### src/rtl/instruction_fetch_pkg.sv
`default_nettype none
// ============================================================================
// Module      : instruction_fetch_pkg
// Description : Shared definitions for the instruction fetch slice: the NOP
//               word driven toward the decoder when idle, the default reset
//               PC, and the entry type stored in the fetch queues.
// Ports       : none (package)
// Revision    : 1.0 - initial release
// ============================================================================
package instruction_fetch_pkg;

    // ADDI x0, x0, 0 -- the canonical RISC-V NOP.
    localparam logic [31:0] c_NOP_INSTR        = 32'h0000_0013;
    localparam logic [31:0] c_DEFAULT_RESET_PC = 32'h0000_0000;

    typedef struct packed {
        logic [31:0] pc;
        logic [31:0] instr;
    } fetch_entry;

endpackage
`default_nettype wire

### src/rtl/fetch_queue.sv
`default_nettype none
// ============================================================================
// Module      : fetch_queue
// Description : Small synchronous FIFO with flush. The element type is a
//               parameter (defaults to fetch_entry) so the same block serves
//               as the instruction queue and the in-flight address FIFO.
//               A push on a full queue is accepted when a pop happens in the
//               same cycle.
// Ports       : clk, rst (sync, active-high), i_flush, i_push/i_data,
//               i_pop, o_data (head), o_full, o_empty, o_count
// Revision    : 1.0 - initial release
// ============================================================================
module fetch_queue
    import instruction_fetch_pkg::*;
#(
    parameter type ENTRY_T = fetch_entry,
    parameter int  DEPTH   = 2,
    localparam int c_CNT_W = $clog2(DEPTH + 1)
) (
    input  logic               clk,
    input  logic               rst,
    input  logic               i_flush,
    input  logic               i_push,
    input  ENTRY_T             i_data,
    input  logic               i_pop,
    output ENTRY_T             o_data,
    output logic               o_full,
    output logic               o_empty,
    output logic [c_CNT_W-1:0] o_count
);

    localparam int                 c_PTR_W = (DEPTH > 1) ? $clog2(DEPTH) : 1;
    localparam logic [c_PTR_W-1:0] c_LAST  = c_PTR_W'(DEPTH - 1);

    ENTRY_T               r_mem [DEPTH];
    logic [c_PTR_W-1:0]   r_rd_ptr;
    logic [c_PTR_W-1:0]   r_wr_ptr;
    logic [c_CNT_W-1:0]   r_count;
    logic                 w_do_push;
    logic                 w_do_pop;

    function automatic logic [c_PTR_W-1:0] f_next(input logic [c_PTR_W-1:0] p);
        return (p == c_LAST) ? '0 : p + c_PTR_W'(1);
    endfunction

    assign o_full    = (r_count == c_CNT_W'(DEPTH));
    assign o_empty   = (r_count == '0);
    assign o_count   = r_count;
    assign o_data    = r_mem[r_rd_ptr];

    // Full queue still takes a push when the head leaves in the same cycle.
    assign w_do_pop  = i_pop & ~o_empty;
    assign w_do_push = i_push & (~o_full | w_do_pop);

    always_ff @(posedge clk) begin
        if (rst || i_flush) begin
            r_rd_ptr <= '0;
            r_wr_ptr <= '0;
            r_count  <= '0;
        end else begin
            if (w_do_push) begin
                r_wr_ptr <= f_next(r_wr_ptr);
            end
            if (w_do_pop) begin
                r_rd_ptr <= f_next(r_rd_ptr);
            end
            case ({w_do_push, w_do_pop})
                2'b10:   r_count <= r_count + c_CNT_W'(1);
                2'b01:   r_count <= r_count - c_CNT_W'(1);
                default: r_count <= r_count;
            endcase
        end
    end

    // Storage needs no reset; validity is tracked by the pointers and count.
    always_ff @(posedge clk) begin
        if (w_do_push && !rst && !i_flush) begin
            r_mem[r_wr_ptr] <= i_data;
        end
    end

endmodule
`default_nettype wire

### src/rtl/instruction_fetch.sv
`default_nettype none
// ============================================================================
// Module      : instruction_fetch
// Description : Credit-limited instruction fetch unit. Issues word-aligned
//               requests to an in-order instruction memory, pairs each
//               response with its address and queues it for the decoder.
//               Redirects flush everything and drop responses that were
//               already in flight.
// Ports       : CLK, RSTN (sync, active-low)
//               IMEM_REQ_VALID/READY/ADDR      - fetch request channel
//               IMEM_RESP_VALID/DATA           - in-order response channel
//               REDIRECT_VALID/PC              - branch/jump/trap redirect
//               INSTR_VALID/READY, INSTRUCTION, PC - decoder channel
// Revision    : 1.0 - initial release
// ============================================================================
module instruction_fetch
    import instruction_fetch_pkg::*;
#(
    parameter logic [31:0] RESET_PC    = c_DEFAULT_RESET_PC,
    parameter int          QUEUE_DEPTH = 2
) (
    input  logic        CLK,
    input  logic        RSTN,
    output logic        IMEM_REQ_VALID,
    input  logic        IMEM_REQ_READY,
    output logic [31:0] IMEM_REQ_ADDR,
    input  logic        IMEM_RESP_VALID,
    input  logic [31:0] IMEM_RESP_DATA,
    input  logic        REDIRECT_VALID,
    input  logic [31:0] REDIRECT_PC,
    output logic        INSTR_VALID,
    input  logic        INSTR_READY,
    output logic [31:0] INSTRUCTION,
    output logic [31:0] PC
);

    localparam int c_CNT_W  = $clog2(QUEUE_DEPTH + 1);
    // Stale responses can pile up across repeated redirects while new
    // requests keep issuing, so this counter is wider than the queue count.
    localparam int c_DISC_W = 8;

    logic                 w_rst;
    logic [29:0]          r_fetch_word;     // fetch PC without the always-zero low bits
    logic [c_DISC_W-1:0]  r_discard_cnt;
    logic [c_DISC_W-1:0]  w_pending_total;

    logic [c_CNT_W-1:0]   w_inflight_count;
    logic                 w_inflight_full;
    logic                 w_inflight_empty;
    logic [31:0]          w_inflight_addr;

    logic [c_CNT_W-1:0]   w_queue_count;
    logic                 w_queue_full;
    logic                 w_queue_empty;
    fetch_entry           w_queue_head;
    fetch_entry           w_queue_in;

    logic [c_CNT_W:0]     w_credit_used;
    logic                 w_has_credit;
    logic                 w_accept;
    logic                 w_resp_stale;
    logic                 w_resp_keep;
    logic                 w_instr_pop;
    logic                 w_unused_ok;

    assign w_rst = ~RSTN;

    // Requests in flight plus entries waiting for the decoder never exceed
    // the queue depth, so every kept response finds room in the queue.
    assign w_credit_used  = {1'b0, w_inflight_count} + {1'b0, w_queue_count};
    assign w_has_credit   = (w_credit_used < (c_CNT_W + 1)'(QUEUE_DEPTH));
    assign IMEM_REQ_VALID = RSTN & ~REDIRECT_VALID & w_has_credit
                          & ~w_inflight_full & ~w_queue_full;
    assign IMEM_REQ_ADDR  = {r_fetch_word, 2'b00};
    assign w_accept       = IMEM_REQ_VALID & IMEM_REQ_READY;

    // A response is stale while older redirects still owe discards; a
    // response in a redirect cycle is dropped and accounted for below.
    assign w_resp_stale = IMEM_RESP_VALID & (r_discard_cnt != '0);
    assign w_resp_keep  = IMEM_RESP_VALID & ~REDIRECT_VALID
                        & (r_discard_cnt == '0) & ~w_inflight_empty;

    assign INSTR_VALID  = RSTN & ~REDIRECT_VALID & ~w_queue_empty;
    assign w_instr_pop  = INSTR_VALID & INSTR_READY;
    assign INSTRUCTION  = INSTR_VALID ? w_queue_head.instr : c_NOP_INSTR;
    assign PC           = INSTR_VALID ? w_queue_head.pc    : 32'h0000_0000;

    assign w_queue_in = '{pc: w_inflight_addr, instr: IMEM_RESP_DATA};

    // Everything still owed by memory at a redirect: earlier stale responses
    // plus the live in-flight requests being abandoned now.
    assign w_pending_total = r_discard_cnt + c_DISC_W'(w_inflight_count);

    // Redirect targets are forced to word alignment; the low bits are ignored.
    assign w_unused_ok = &{1'b0, REDIRECT_PC[1:0]};

    always_ff @(posedge CLK) begin
        if (!RSTN) begin
            r_fetch_word  <= RESET_PC[31:2];
            r_discard_cnt <= '0;
        end else if (REDIRECT_VALID) begin
            r_fetch_word  <= REDIRECT_PC[31:2];
            r_discard_cnt <= (IMEM_RESP_VALID && (w_pending_total != '0))
                           ? w_pending_total - c_DISC_W'(1)
                           : w_pending_total;
        end else begin
            if (w_accept) begin
                r_fetch_word <= r_fetch_word + 30'd1;   // wraps FFFF_FFFC -> 0
            end
            if (w_resp_stale) begin
                r_discard_cnt <= r_discard_cnt - c_DISC_W'(1);
            end
        end
    end

    // Addresses of live requests, popped as their responses come back.
    fetch_queue #(
        .ENTRY_T (logic [31:0]),
        .DEPTH   (QUEUE_DEPTH)
    ) u_inflight (
        .clk     (CLK),
        .rst     (w_rst),
        .i_flush (REDIRECT_VALID),
        .i_push  (w_accept),
        .i_data  (IMEM_REQ_ADDR),
        .i_pop   (w_resp_keep),
        .o_data  (w_inflight_addr),
        .o_full  (w_inflight_full),
        .o_empty (w_inflight_empty),
        .o_count (w_inflight_count)
    );

    // Fetched instructions waiting for the decoder.
    fetch_queue #(
        .ENTRY_T (fetch_entry),
        .DEPTH   (QUEUE_DEPTH)
    ) u_instr_queue (
        .clk     (CLK),
        .rst     (w_rst),
        .i_flush (REDIRECT_VALID),
        .i_push  (w_resp_keep),
        .i_data  (w_queue_in),
        .i_pop   (w_instr_pop),
        .o_data  (w_queue_head),
        .o_full  (w_queue_full),
        .o_empty (w_queue_empty),
        .o_count (w_queue_count)
    );

endmodule
`default_nettype wire

### config.mk
export PLATFORM = sky130hd
export DESIGN_NAME = instruction_fetch
export DESIGN_NICKNAME = d
export VERILOG_FILES = /design/src/rtl/instruction_fetch_pkg.sv /design/src/rtl/fetch_queue.sv /design/src/rtl/instruction_fetch.sv
export SDC_FILE = /design/constraint.sdc
export NUM_CORES = 1
export LEC_CHECK = 0
export ABC_CLOCK_PERIOD_IN_PS = 12950
export CAP_MARGIN = 20
export CORE_UTILIZATION = 50
export CTS_BUF_LIST = sky130_fd_sc_hd__clkbuf_8
export CTS_CLUSTER_DIAMETER = 100
export CTS_CLUSTER_SIZE = 28
export DETAILED_ROUTE_END_ITERATION = 8
export HOLD_SLACK_MARGIN = 0.12
export MAX_ROUTING_LAYER = met4
export PLACE_DENSITY_LB_ADDON = 0.12
export REMOVE_ABC_BUFFERS = 1
export SLEW_MARGIN = 20
export SYNTH_ARGS = -nofsm -noshare
export SYNTH_HDL_FRONTEND = slang
export SYNTH_SLANG_ARGS = --single-unit
### constraint.sdc
create_clock -name CLK -period 12.95 [get_ports CLK]
set_input_delay 2.59 -clock CLK [delete_from_list [all_inputs] [get_ports CLK]]
set_output_delay 2.59 -clock CLK [all_outputs]
set_load 0.02 [all_outputs]
# [After elaboration in Yosys (flattened, before gate mapping)]
# Memories as Yosys holds them, arrays and structs flattened. A register that Yosys moved wholly into a read port is not among the register bits.
# Cells that the tools add are included.
# W data, S select, Z words.
[op_classes] div=0 magnitude_cmp=1 bitwise=23 addsub=13 eq_ne=6 multipliers=0 n_mux=21 reduce_logical=16 n_shift=0
[op_table] operator="$mux W32" count=2
[op_table] operator="$mux W30" count=2
[op_table] operator="$add A30 B1 Y30 const B" count=1
[op_table] operator="$mux W8" count=3
[op_table] operator="$reduce_bool A8 Y1" count=2
[op_table] operator="$sub A8 B1 Y8 const B" count=2
[op_table] operator="$and A1 B1 Y1" count=15
[op_table] operator="$mux W1" count=12
[op_table] operator="$add A8 B2 Y8" count=1
[op_table] operator="$eq A2 B2 Y1 const B" count=4
[op_table] operator="$logic_not A8 Y1" count=1
[op_table] operator="$pmux W2 S2" count=2
[op_table] operator="$reduce_bool A2 Y1" count=4
[op_table] operator="$not A1 Y1" count=6
[op_table] operator="$logic_and A1 B1 Y1" count=5
[op_table] operator="$add A1 B1 Y1 const B" count=4
[op_table] operator="$add A2 B1 Y2 const B" count=2
[op_table] operator="$eq A2 B1 Y1 const B" count=2
[op_table] operator="$logic_not A2 Y1" count=2
[op_table] operator="$sub A2 B1 Y2 const B" count=2
[op_table] operator="$add A2 B2 Y3" count=1
[op_table] operator="$lt A3 B2 Y1 const B" count=1
[op_table] operator="$or A1 B1 Y1" count=2
[op_table] operator="$logic_not A1 Y1" count=1
[op_table] operator="$logic_or A1 B1 Y1" count=1
[word_totals] elab_cells=90 output_inout_bits=98 inputBits=70 mem_count=2 register_bits=46 latch_bits=0 ram_bits=188 rom_bits=0
[mem_list] memory="u_instr_queue.r_mem" depth=2 word_bits=64 rd=1 rd_ports_with_merged_regs=1 write_ports=1 line_no="fetch_queue.sv:35" source="ENTRY_T r_mem [DEPTH];"
[mem_list] memory="u_inflight.r_mem" depth=2 word_bits=30 rd=1 rd_ports_with_merged_regs=1 write_ports=1 line_no="fetch_queue.sv:35"

# [Depth between registers and ports, before layout]
# Gate-level depths: netlist of the first run.
[depth] ltp_word=11 mapped_depth=11 depth_no_buf=10

# [Modules after synthesis]
# A second synthesis of the first run with hierarchy kept.
[hier_totals] cells_unflattened=809 area_unflattened_um2=10769.1
[by_module_without_submodules] mod="fetch_queue (u_instr_queue)" seq_area_each_um2=3943.8 n_inst=1 cells_each=228 area_each_um2=4902.2
[by_module_without_submodules] mod="instruction_fetch" seq_area_each_um2=760.7 n_inst=1 cells_each=452 area_each_um2=3294.4
[by_module_without_submodules] mod="fetch_queue (u_inflight)" seq_area_each_um2=2021.9 n_inst=1 cells_each=129 area_each_um2=2572.5

# [Least setup slack after synthesis of the first run]
# No wires, ideal clock.
[synth_timing] kind="input-to-reg" startpoint="input REDIRECT_VALID" endpoint="memory u_instr_queue.r_mem[0][0] in the netlist's numbering (enable)" n_path_buf=0 path_slack_ps=6650 setup_time_ps=482 t_required_ps=12468 t_arrival_ps=5818 stages=6 path_cell_list="inv_1 -> o211ai_1 -> nor2_1 -> o21a_1 -> nand2_1 -> nor2_1"
[synth_between] elab_chain_len=11 elab_cells_between_ends=15 cone_classes="mux (2); bitwise (10); reduce/logical (3)"
[synth_lines] element="start: declaration" line_no="instruction_fetch.sv:29" source="input logic REDIRECT_VALID,"
[synth_lines] element="$not A1 Y1" line_no="instruction_fetch.sv:80, instruction_fetch.sv:83"
[synth_lines] element="$and A1 B1 Y1 (2 in series)" line_no="instruction_fetch.sv:83" source="assign INSTR_VALID = RSTN & ~REDIRECT_VALID & ~w_queue_empty;"
[synth_lines] element="$and A1 B1 Y1" line_no="instruction_fetch.sv:84" source="assign w_instr_pop = INSTR_VALID & INSTR_READY;"
[synth_lines] element="$and A1 B1 Y1" line_no="fetch_queue.sv:52" source="assign w_do_pop = i_pop & ~o_empty;"
[synth_lines] element="$or A1 B1 Y1" line_no="fetch_queue.sv:53" source="assign w_do_push = i_push & (~o_full | w_do_pop);"
[synth_lines] element="$and A1 B1 Y1" line_no="fetch_queue.sv:53"
[synth_lines] element="$logic_and A1 B1 Y1" line_no="fetch_queue.sv:77" source="if (w_do_push && !rst && !i_flush) begin"
[synth_lines] element="$logic_and A1 B1 Y1 *" line_no="fetch_queue.sv:77"
[synth_lines] element="$mux W1 *" line_no="fetch_queue.sv:77"
[synth_lines] element="$mux W1 (not written as such) *" line_no="fetch_queue.sv:78" source="r_mem[r_wr_ptr] <= i_data;"
[synth_lines] element="end: declaration" line_no="fetch_queue.sv:35"
# Mark *: on every way between the ends. The rest lies on a longest branch, timed or not.

# [Worst setup path after layout of the first run]
[layout_timing] startpoint="input REDIRECT_VALID" endpoint="output INSTRUCTION[4]"
[layout_between] elab_chain_len=4
[layout_lines] element="$not A1 Y1" line_no="instruction_fetch.sv:83"
[layout_lines] element="$and A1 B1 Y1 (2 in series)" line_no="instruction_fetch.sv:83"
[layout_lines] element="$mux W32" line_no="instruction_fetch.sv:85" source="assign INSTRUCTION = INSTR_VALID ? w_queue_head.instr : c_NOP_INSTR;"
[layout_lines] element="end: declaration" line_no="instruction_fetch.sv:33" source="output logic [31:0] INSTRUCTION,"
# Every way passes these cells.

==> results of run 1 <==
==> kinds of logic after synthesis <==
group           Yosys count  share of synthesized area, %
other cells               1                        0.0380
xor+xnor                 27                          2.40
buf+inv                  58                          2.42
fa+ha+maj                11                          1.55
simple gates            240                          11.2
mux                      95                          10.0
flops                   232                          65.7
compound gates          101                          6.62
==> worst reg2reg max path, delay by kind of cell (launching register included) <==
family                     cells  cell delay, ps
and+or+nand+nor                5            1640
adders and majority gates      1             430
DFF                            1             490
muxes                          1             340
buffers and inverters          2             510
AOI/OAI and AO/OA              1             130
==> cell usage after synthesis (2+ instances only) <==
cell type / n
a311oi_1: 2
dfxtp_1: 48
or3_1: 5
a21o_1: 2
clkbuf_1: 35
a22oi_1: 2
nand2b_1: 4
or2_2: 3
o221ai_1: 2
a21boi_0: 2
o211ai_1: 4
nand2_1: 41
buf_2: 2
nand4_1: 10
a31oi_1: 9
and2_1: 4
a211oi_1: 4
nor2b_1: 2
xor2_1: 12
ha_1: 9
a222oi_1: 3
a21oi_1: 25
mux2_2: 32
inv_1: 11
o21ai_0: 26
nor3_1: 14
a221oi_1: 5
a32oi_1: 2
buf_1: 4
fa_1: 2
nor2_1: 114
and3_1: 10
buf_4: 5
o21a_1: 2
mux2i_1: 63
nand3_1: 18
edfxtp_1: 184
xnor2_1: 15
and4_1: 6
nor4_1: 4
==> final timing paths <==
check | from | to | slack [ps] | cells after the start
min | r_fetch_word[29] | u_inflight.r_mem[1][29] | 530 | 0
min reg2reg | r_fetch_word[29] | u_inflight.r_mem[1][29] | 530 | 0
max reg2reg | u_instr_queue.o_count[0] | r_fetch_word[22] | 9360 | 10
max | REDIRECT_VALID | INSTRUCTION[4] | 5010 | 8
==> power by group through the flow <==
stage	Clock [mW]	Combinational (mW)	Sequential, mW
5_1_grt	0.351	0.256	0.865
6_report	0.315	0.231	0.860
3_5_place_dp	0	0.229	0.877
2_1_floorplan	0	0.144	0.872
3_3_place_gp	0	0.225	0.875
4_1_cts	0.327	0.230	0.860
==> metrics by stage <==
stage | cells | worst slack [ps] | area (um2)
2_1_floorplan | 722 | 4810 | 9690
3_3_place_gp | 1158 | 5050 | 11700
3_5_place_dp | 1158 | 5000 | 11700
4_1_cts | 1178 | 5000 | 12000
5_1_grt | 1179 | 4850 | 12000
6_report | 1179 | 5010 | 12000
==> sequential cells by signal, indices dropped and copies added, names as in the netlist, 2 cells and up, named ones only <==
| signal | cells |
|---|---|
| u_instr_queue.r_mem | 124 |
| u_inflight.r_mem | 60 |
| r_fetch_word | 30 |
| r_discard_cnt | 8 |
| u_inflight.o_count | 2 |
| u_instr_queue.o_count | 2 |
==> cell type report <==
type / count / area [um2]
Timing Repair Buffer: 171 / 1690
Fill cell: 1564 / 7430
Clock buffer: 13 / 179
Sequential cell: 232 / 6490
Tap cell: 265 / 332
Multi-Input combinational cell: 478 / 3190
Antenna cell: 1 / 2.50
Inverter: 12 / 45.0
Clock inverter: 7 / 42.5
==> per-layer routing <==
layer	vias up	GRT usage, %
met4	0	7.13
met1	3109	27.0
met2	200	37.3
met5	-	-
met3	39	2.79
li1	3093	-
==> impl_metrics.yaml, run 1 <==
status:
  status: "completed"
critical_path:
  crit_path_top_delay_cell: "clkdlybuf4s50_1"
  critPathBufInv: 5
  arrival_ps: 5350
  critPathMaxFanout: 60
  critPathKind: "primary input to output port"
  end_kind: "output port"
  critPathLaunchType: "primary input"
  path_delay_family: "buffers and inverters"
  crit_required_ps: 10360
  critPathMaxStageDelay_ps: 600
  path_cells: "clkdlybuf4s50_1 -> buf_4 -> nor2_1 -> o21ai_4 -> buf_4 -> inv_1 -> nand2_1 -> clkdlybuf4s50_1"
clock_tree:
  cts.root.buffer_cell: "clkbuf_8"
  ctsHtreeMaxLevel: 1
  holdBufCountCts: 0
  cts_buffer_depth: 3
  cts.clk_slew.worst_paths_ps: 150
  cts_tree: "done"
  cts.sinks: 232
  clock_latency_ps: 520
  post_cts_buffers: 0
  cts_made_buffers: 12
  ctsResizeCount: 0
final_layout:
  final_cell_mix: "edfxtp_1, clkdlybuf4s50_1, nor2_1"
  layout_commonest_cell: "edfxtp_1"
  fin_util_pct: 61.7
  layout.nets: 988
  syn2layout_area_growth_pct: 21.2
  drive_above_1_share_pct: 7.45
power_and_ir_drop:
  power.static_leakage_nw: 3.81
  power_frac_clock_pct: 22.4
  seq_power_share_pct: 61.2
  ir_worst_vdd_mv: 0.0808
  cellInternalPower_mw: 1.03
  finalPower_mw: 1.41
  swShare_pct: 27.0
  pwr_density_cell_mw_per_mm2: 118
  p_comb_share_pct: 16.4
  p_switching_mw: 0.380
timing:
  final-setup-viol-count: 0
  holdWs_ps: 535
  setup_tns_ps: 0
  slew_viol_final: 0
  fmax_mhz: 126
  period_share_pct: 61.3
  grt_setup_unrepaired: "false"
  hold_viol: 0
  slew_headroom_pct: 36.3
  skew_ps: 25.4
  worstMarginPinSlew_ps: 953
  min_period_ps: 7940
synthesis:
  synth_top_area_share_pct: 56.0
  synth_top_flop_cell: "edfxtp_1"
  synth-edff-count: 184
  yosys-top-cells-area: "edfxtp_1, dfxtp_1, mux2i_1, nor2_1, mux2_2"
  async_flop_share_pct: 0
  yosysWarnings: 0
  ys_seq_area_share_pct: 65.7
  syn-instance-count: 765
  netlist_area_mm2: 0.00987
  synth_cell_types: 58
  ys_ff_latch: 232
  synth_top_cell_by_area: "edfxtp_1"
  avgSynthCellArea_um2: 12.9
routing:
  vias: 6441
  first_pass_iters: 5
  wl_met3_mm: 1.02
  viasPerCell: 5.46
  totalWireLength_mm: 21.9
  wl_met1_mm: 9.58
  drt-initial-drc-count: 403
  route.detailed.drc: 0
  routed.top_layer: "met4"
  routed-wl-met2_mm: 10.7
  drtAntennaViolNets: 0
  wl_per_cell_um: 18.6
global_route:
  grt.total_usage_pct: 21.9
  globalRouteOverflowTotal: 0
  antenna_found_initial: 1
  grt_pass1_vias: 6476
  grt_pass1_wl_mm: 33.3
  grt_max_degree: 63
min_path:
  hp-class: "flop to flop"
floorplanning:
  die_h_um: 142
  coreArea_mm2: 0.0194
  io_pins: 168
  die_w_um: 142
  rows: 51
  start_util_pct: 50.9
  die_area_mm2: 0.0203
placement:
  routabilityCongestion: 0.798
  io_buffers: 161
  hpwl_mm: 14.1
job:
  cap_violations: 0
(Power assumes the default switching activity.)
==> inputs of run 2 (changes only) <==
- ABC_CLOCK_PERIOD_IN_PS: 12950 -> 8300
- clock period: 12.95 -> 8.3 ns (I/O delays scaled with it)
==> impl_metrics.yaml, run 2 (same netlist as run 1, synthesis figures left out) <==
min_path:
  hp-class: "flop to flop"
  hold_start: "r_fetch_word[29]"
critical_path:
  reg2reg_slack_ps: 4300
  critPathKind: "primary input to output port"
  crit_path_top_delay_cell: "clkdlybuf4s50_1"
  critPathMaxFanout: 40
  crit_required_ps: 6640
  arrival_ps: 4480
  endpoint: "INSTRUCTION[4]"
  end_kind: "output port"
  reg2reg_depth: 9
  critPathLaunchType: "primary input"
  path_cells: "clkdlybuf4s50_1 -> buf_4 -> nor2_1 -> o21ai_4 -> buf_4 -> inv_1 -> nand2_1 -> clkdlybuf4s50_1"
  worstReg2RegEnd: "r_fetch_word[22]"
  critPathMaxStageDelay_ps: 610
  worstSetupStartpoint: "REDIRECT_VALID"
  regToRegStartpoint: "u_inflight.o_count[0]"
timing:
  min_period_ps: 6140
  fin_ws_ps: 2160
  period_share_pct: 74.0
  fmax_mhz: 163
  holdWs_ps: 526
  setup_tns_ps: 0
  hold_viol: 0
  skew_ps: 23.7
  slew_viol_final: 0
  worstMarginPinSlew_ps: 1070
  final-setup-viol-count: 0
  slew_headroom_pct: 28.4
  grt_setup_unrepaired: "false"
floorplanning:
  die_w_um: 142
  start_util_pct: 50.9
  die_h_um: 142
  rows: 51
  coreArea_mm2: 0.0194
  io_pins: 168
  die_area_mm2: 0.0203
clock_tree:
  post_cts_buffers: 0
  holdBufCountCts: 0
  cts_buffer_depth: 3
  cts.root.buffer_cell: "clkbuf_8"
  cts_made_buffers: 12
  ctsResizeCount: 0
  clock_latency_ps: 510
  cts.clk_slew.worst_paths_ps: 150
  ctsHtreeMaxLevel: 1
  cts_tree: "done"
  cts.sinks: 232
global_route:
  grt_pass1_wl_mm: 32.4
  grt.total_usage_pct: 21.2
  grt_pass1_vias: 6129
  grt_max_degree: 63
  globalRouteOverflowTotal: 0
  antenna_found_initial: 0
power_and_ir_drop:
  p_switching_mw: 0.592
  power_frac_clock_pct: 22.3
  pwr_density_cell_mw_per_mm2: 183
  cellInternalPower_mw: 1.60
  p_comb_share_pct: 16.5
  swShare_pct: 27.0
  power.static_leakage_nw: 3.81
  seq_power_share_pct: 61.2
  ir_worst_vdd_mv: 0.190
routing:
  viasPerCell: 5.51
  totalWireLength_mm: 21.1
  vias: 6481
  route.detailed.drc: 4
  wl_per_cell_um: 18.0
  first_pass_iters: 7
  drt-initial-drc-count: 411
  drtAntennaViolNets: 0
final_layout:
  drive_above_1_share_pct: 7.14
  layout.nets: 986
  syn2layout_area_growth_pct: 21.2
  reg_top3: "u_instr_queue.r_mem: 124 flops, u_inflight.r_mem: 60 flops, r_fetch_word: 30 flops"
  final_cell_mix: "edfxtp_1, clkdlybuf4s50_1, nor2_1"
  fin_util_pct: 61.6
  top_register: "u_instr_queue.r_mem"
  layout.cells.non_filler: 1176
  largest_reg_flops: 124
  layout_commonest_cell: "edfxtp_1"
status:
  violations: "DRC"
  status: "complete, but fails checks"
placement:
  hpwl_mm: 13.7
  io_buffers: 161
  placed_cells: 1155
  dp_worst_setup_slack_ps: 2140
  routabilityCongestion: 0.873
job:
  cap_violations: 0
## run 2: cell types whose count changed in the layout (fill, tap and decap cells not counted), sizes merged
cell,change
buf,-2
clkinvlp,-1
## run 2: critical path: cells and delay by family
kind | cells | cell delay, ps
AOI/OAI and AO/OA | 1 | 350
buffers and inverters | 5 | 2150
and+or+nand+nor | 2 | 310
## run 2: metrics by stage
stage                     cell area (um2)  total power [mW]
after floorplan                      9690              1.59
after global placement              11700              1.69
after detailed placement            11700              1.72
after CTS                           11900              2.20
after global routing                12000              2.28
final                               12000              2.19
## run 2: cell type report
| type | instances | area (um2) |
|---|---|---|
| fill | 1538 | 7440 |
| antenna | 1 | 2.50 |
| multi-input combinational | 478 | 3190 |
| clock buffer | 13 | 179 |
| tap | 265 | 332 |
| sequential | 232 | 6490 |
| clock inverter | 6 | 38.8 |
| inverter | 12 | 45.0 |
| timing repair buffer | 169 | 1680 |
## run 2: worst min-delay path by stage
stage                                    to  slack (ps)  depth (start not counted)
floorplan                              flop         480                          2
global placement        u_inflight.r_rd_ptr         500                          2
detailed placement  u_inflight.r_mem[1][29]         490                          0
CTS                 u_inflight.r_mem[0][29]         530                          0
global route        u_inflight.r_mem[0][29]         540                          0
finish              u_inflight.r_mem[0][29]         530                          0
## run 2: power by group through the flow
stage	Clock [mW]	Combinational [mW]	Sequential, mW
after CTS	0.502	0.356	1.34
after detailed placement	0	0.354	1.36
final	0.488	0.362	1.34
after global routing	0.543	0.393	1.35
after floorplan	0	0.225	1.36
after global placement	0	0.331	1.36
## run 2: routing by layer
layer  share of wire, %  up-vias  global-route usage [%]
li1                   -     3081                       -
met1                 43     3172                    26.4
met2                 50      196                    36.3
met3                5.1       32                    2.73
met4                2.2        0                    6.11
met5                  0        -                       -
==> inputs of run 3 (changes only) <==
- ABC_CLOCK_PERIOD_IN_PS: 8300 -> 6350
- clock period: 8.3 -> 6.35 ns (I/O delays scaled with it)
==> impl_metrics.yaml, run 3 (same netlist as run 1, synthesis figures left out) <==
status:
  status: "completed"
final_layout:
  reg_top3: "u_instr_queue.r_mem: 124 flops, u_inflight.r_mem: 60 flops, r_fetch_word: 30 flops"
  drive_above_1_share_pct: 7.24
  multi_input_area_mm2: 0.00319
  layout_commonest_cell: "edfxtp_1"
  final_cell_mix: "edfxtp_1, clkdlybuf4s50_1, nor2_1"
  seq_area_mm2: 0.00649
  final_area_mm2: 0.0120
  layout.nets: 987
  top_register: "u_instr_queue.r_mem"
  largest_reg_flops: 124
  syn2layout_area_growth_pct: 21.2
  n_antenna_cell: 0
  fill_cells: 1534
floorplanning:
  die_h_um: 142
  start_util_pct: 50.9
  io_pins: 168
  die_area_mm2: 0.0203
  rows: 51
  die_w_um: 142
  coreArea_mm2: 0.0194
power_and_ir_drop:
  power.static_leakage_nw: 3.81
  pwr_density_cell_mw_per_mm2: 240
  ir_worst_vdd_mv: 0.205
critical_path:
  critPathMaxFanout: 37
  crit_required_ps: 5080
  path_delay_family: "buffers and inverters"
  reg2reg_depth: 6
  critPathBufInv: 4
  critPathKind: "primary input to output port"
  arrival_ps: 4030
  path_depth: 7
  crit_path_top_delay_cell: "clkdlybuf4s50_1"
  critPathMaxStageDelay_ps: 750
  critPathLaunchType: "primary input"
  path_cells: "clkdlybuf4s50_1 -> inv_1 -> nor2_1 -> o21ai_4 -> buf_4 -> nor2_1 -> clkdlybuf4s50_1"
  end_kind: "output port"
timing:
  period_share_pct: 83.5
  setup_tns_ps: 0
  grt_setup_unrepaired: "false"
  fmax_mhz: 189
  final-setup-viol-count: 0
  min_period_ps: 5300
  slew_viol_final: 0
  slew_headroom_pct: 36.1
  hold_viol: 0
  skew_ps: 55.0
  worstMarginPinSlew_ps: 956
global_route:
  grt_max_degree: 63
  grt_pass1_vias: 6511
  globalRouteOverflowTotal: 0
  grt.total_usage_pct: 22.0
  antenna_found_initial: 0
  grt_pass1_wl_mm: 33.5
routing:
  drtAntennaViolNets: 0
  vias: 6500
  wl_per_cell_um: 18.2
  totalWireLength_mm: 21.5
  first_pass_iters: 5
  viasPerCell: 5.52
  drt-initial-drc-count: 422
  route.detailed.drc: 0
clock_tree:
  cts_made_buffers: 12
  cts.sinks: 232
  cts_tree: "done"
  ctsResizeCount: 0
  post_cts_buffers: 0
  cts.root.buffer_cell: "clkbuf_8"
  holdBufCountCts: 0
  cts_buffer_depth: 3
  ctsHtreeMaxLevel: 1
  cts.clk_slew.worst_paths_ps: 150
  clock_latency_ps: 530
placement:
  place_area_mm2: 0.0117
  io_buffers: 161
  hpwl_mm: 14.2
  routabilityCongestion: 0.848
min_path:
  min_path_cells: 0
  hp-class: "flop to flop"
job:
  cap_violations: 0
run 3: per-stage QoR:
| step | power (mW) | cells | setup slack [ps] | hold slack, ps | utilization (%) |
|---|---|---|---|---|---|
| floorplan | 2.07 | 722 | 853 | 481 | - |
| finish | 2.87 | 1177 | 1050 | 527 | 61.7 |
| global placement | 2.21 | 1157 | 1170 | 496 | 60.5 |
| detailed placement | 2.24 | 1157 | 1060 | 505 | 60.5 |
| CTS | 2.88 | 1177 | 1060 | 532 | 61.7 |
| global route | 2.99 | 1177 | 864 | 550 | 61.7 |
run 3: layout make-up:
cell class                      instances  area share [%]
Sequential cell                       232            54.2
Multi-Input combinational cell        478            26.6
Timing Repair Buffer                  170            14.1
Tap cell                              265            2.77
Clock buffer                           13            1.50
Inverter                               12           0.376
Clock inverter                          7           0.355
run 3: final timing paths:
check,endpoint,start,slack (ps)
setup / recovery,PC[14],RSTN,1050
hold / removal,u_inflight.r_mem[1][29],r_fetch_word[29],530
setup reg to reg,u_inflight.r_mem[1][26],u_inflight.o_count[0],2780
hold reg to reg,u_inflight.r_mem[1][29],r_fetch_word[29],530
run 3: where the power goes:
| group | internal [mW] | switching [mW] | total (mW) |
|---|---|---|---|
| Combinational | 0.213 | 0.257 | 0.470 |
| Sequential | 1.68 | 0.0752 | 1.75 |
| Clock | 0.201 | 0.445 | 0.646 |
| Total | 2.09 | 0.777 | 2.87 |
run 3: per-layer routing:
metal,part of all wire [%],routed length (um),GRT usage (%),vias to the layer above
li1,-,-,-,3096
met1,42,9060,27.0,3143
met2,50,10800,38.1,223
met3,4.9,1050,2.56,38
met4,2.4,521,6.85,0
met5,0,0,-,-
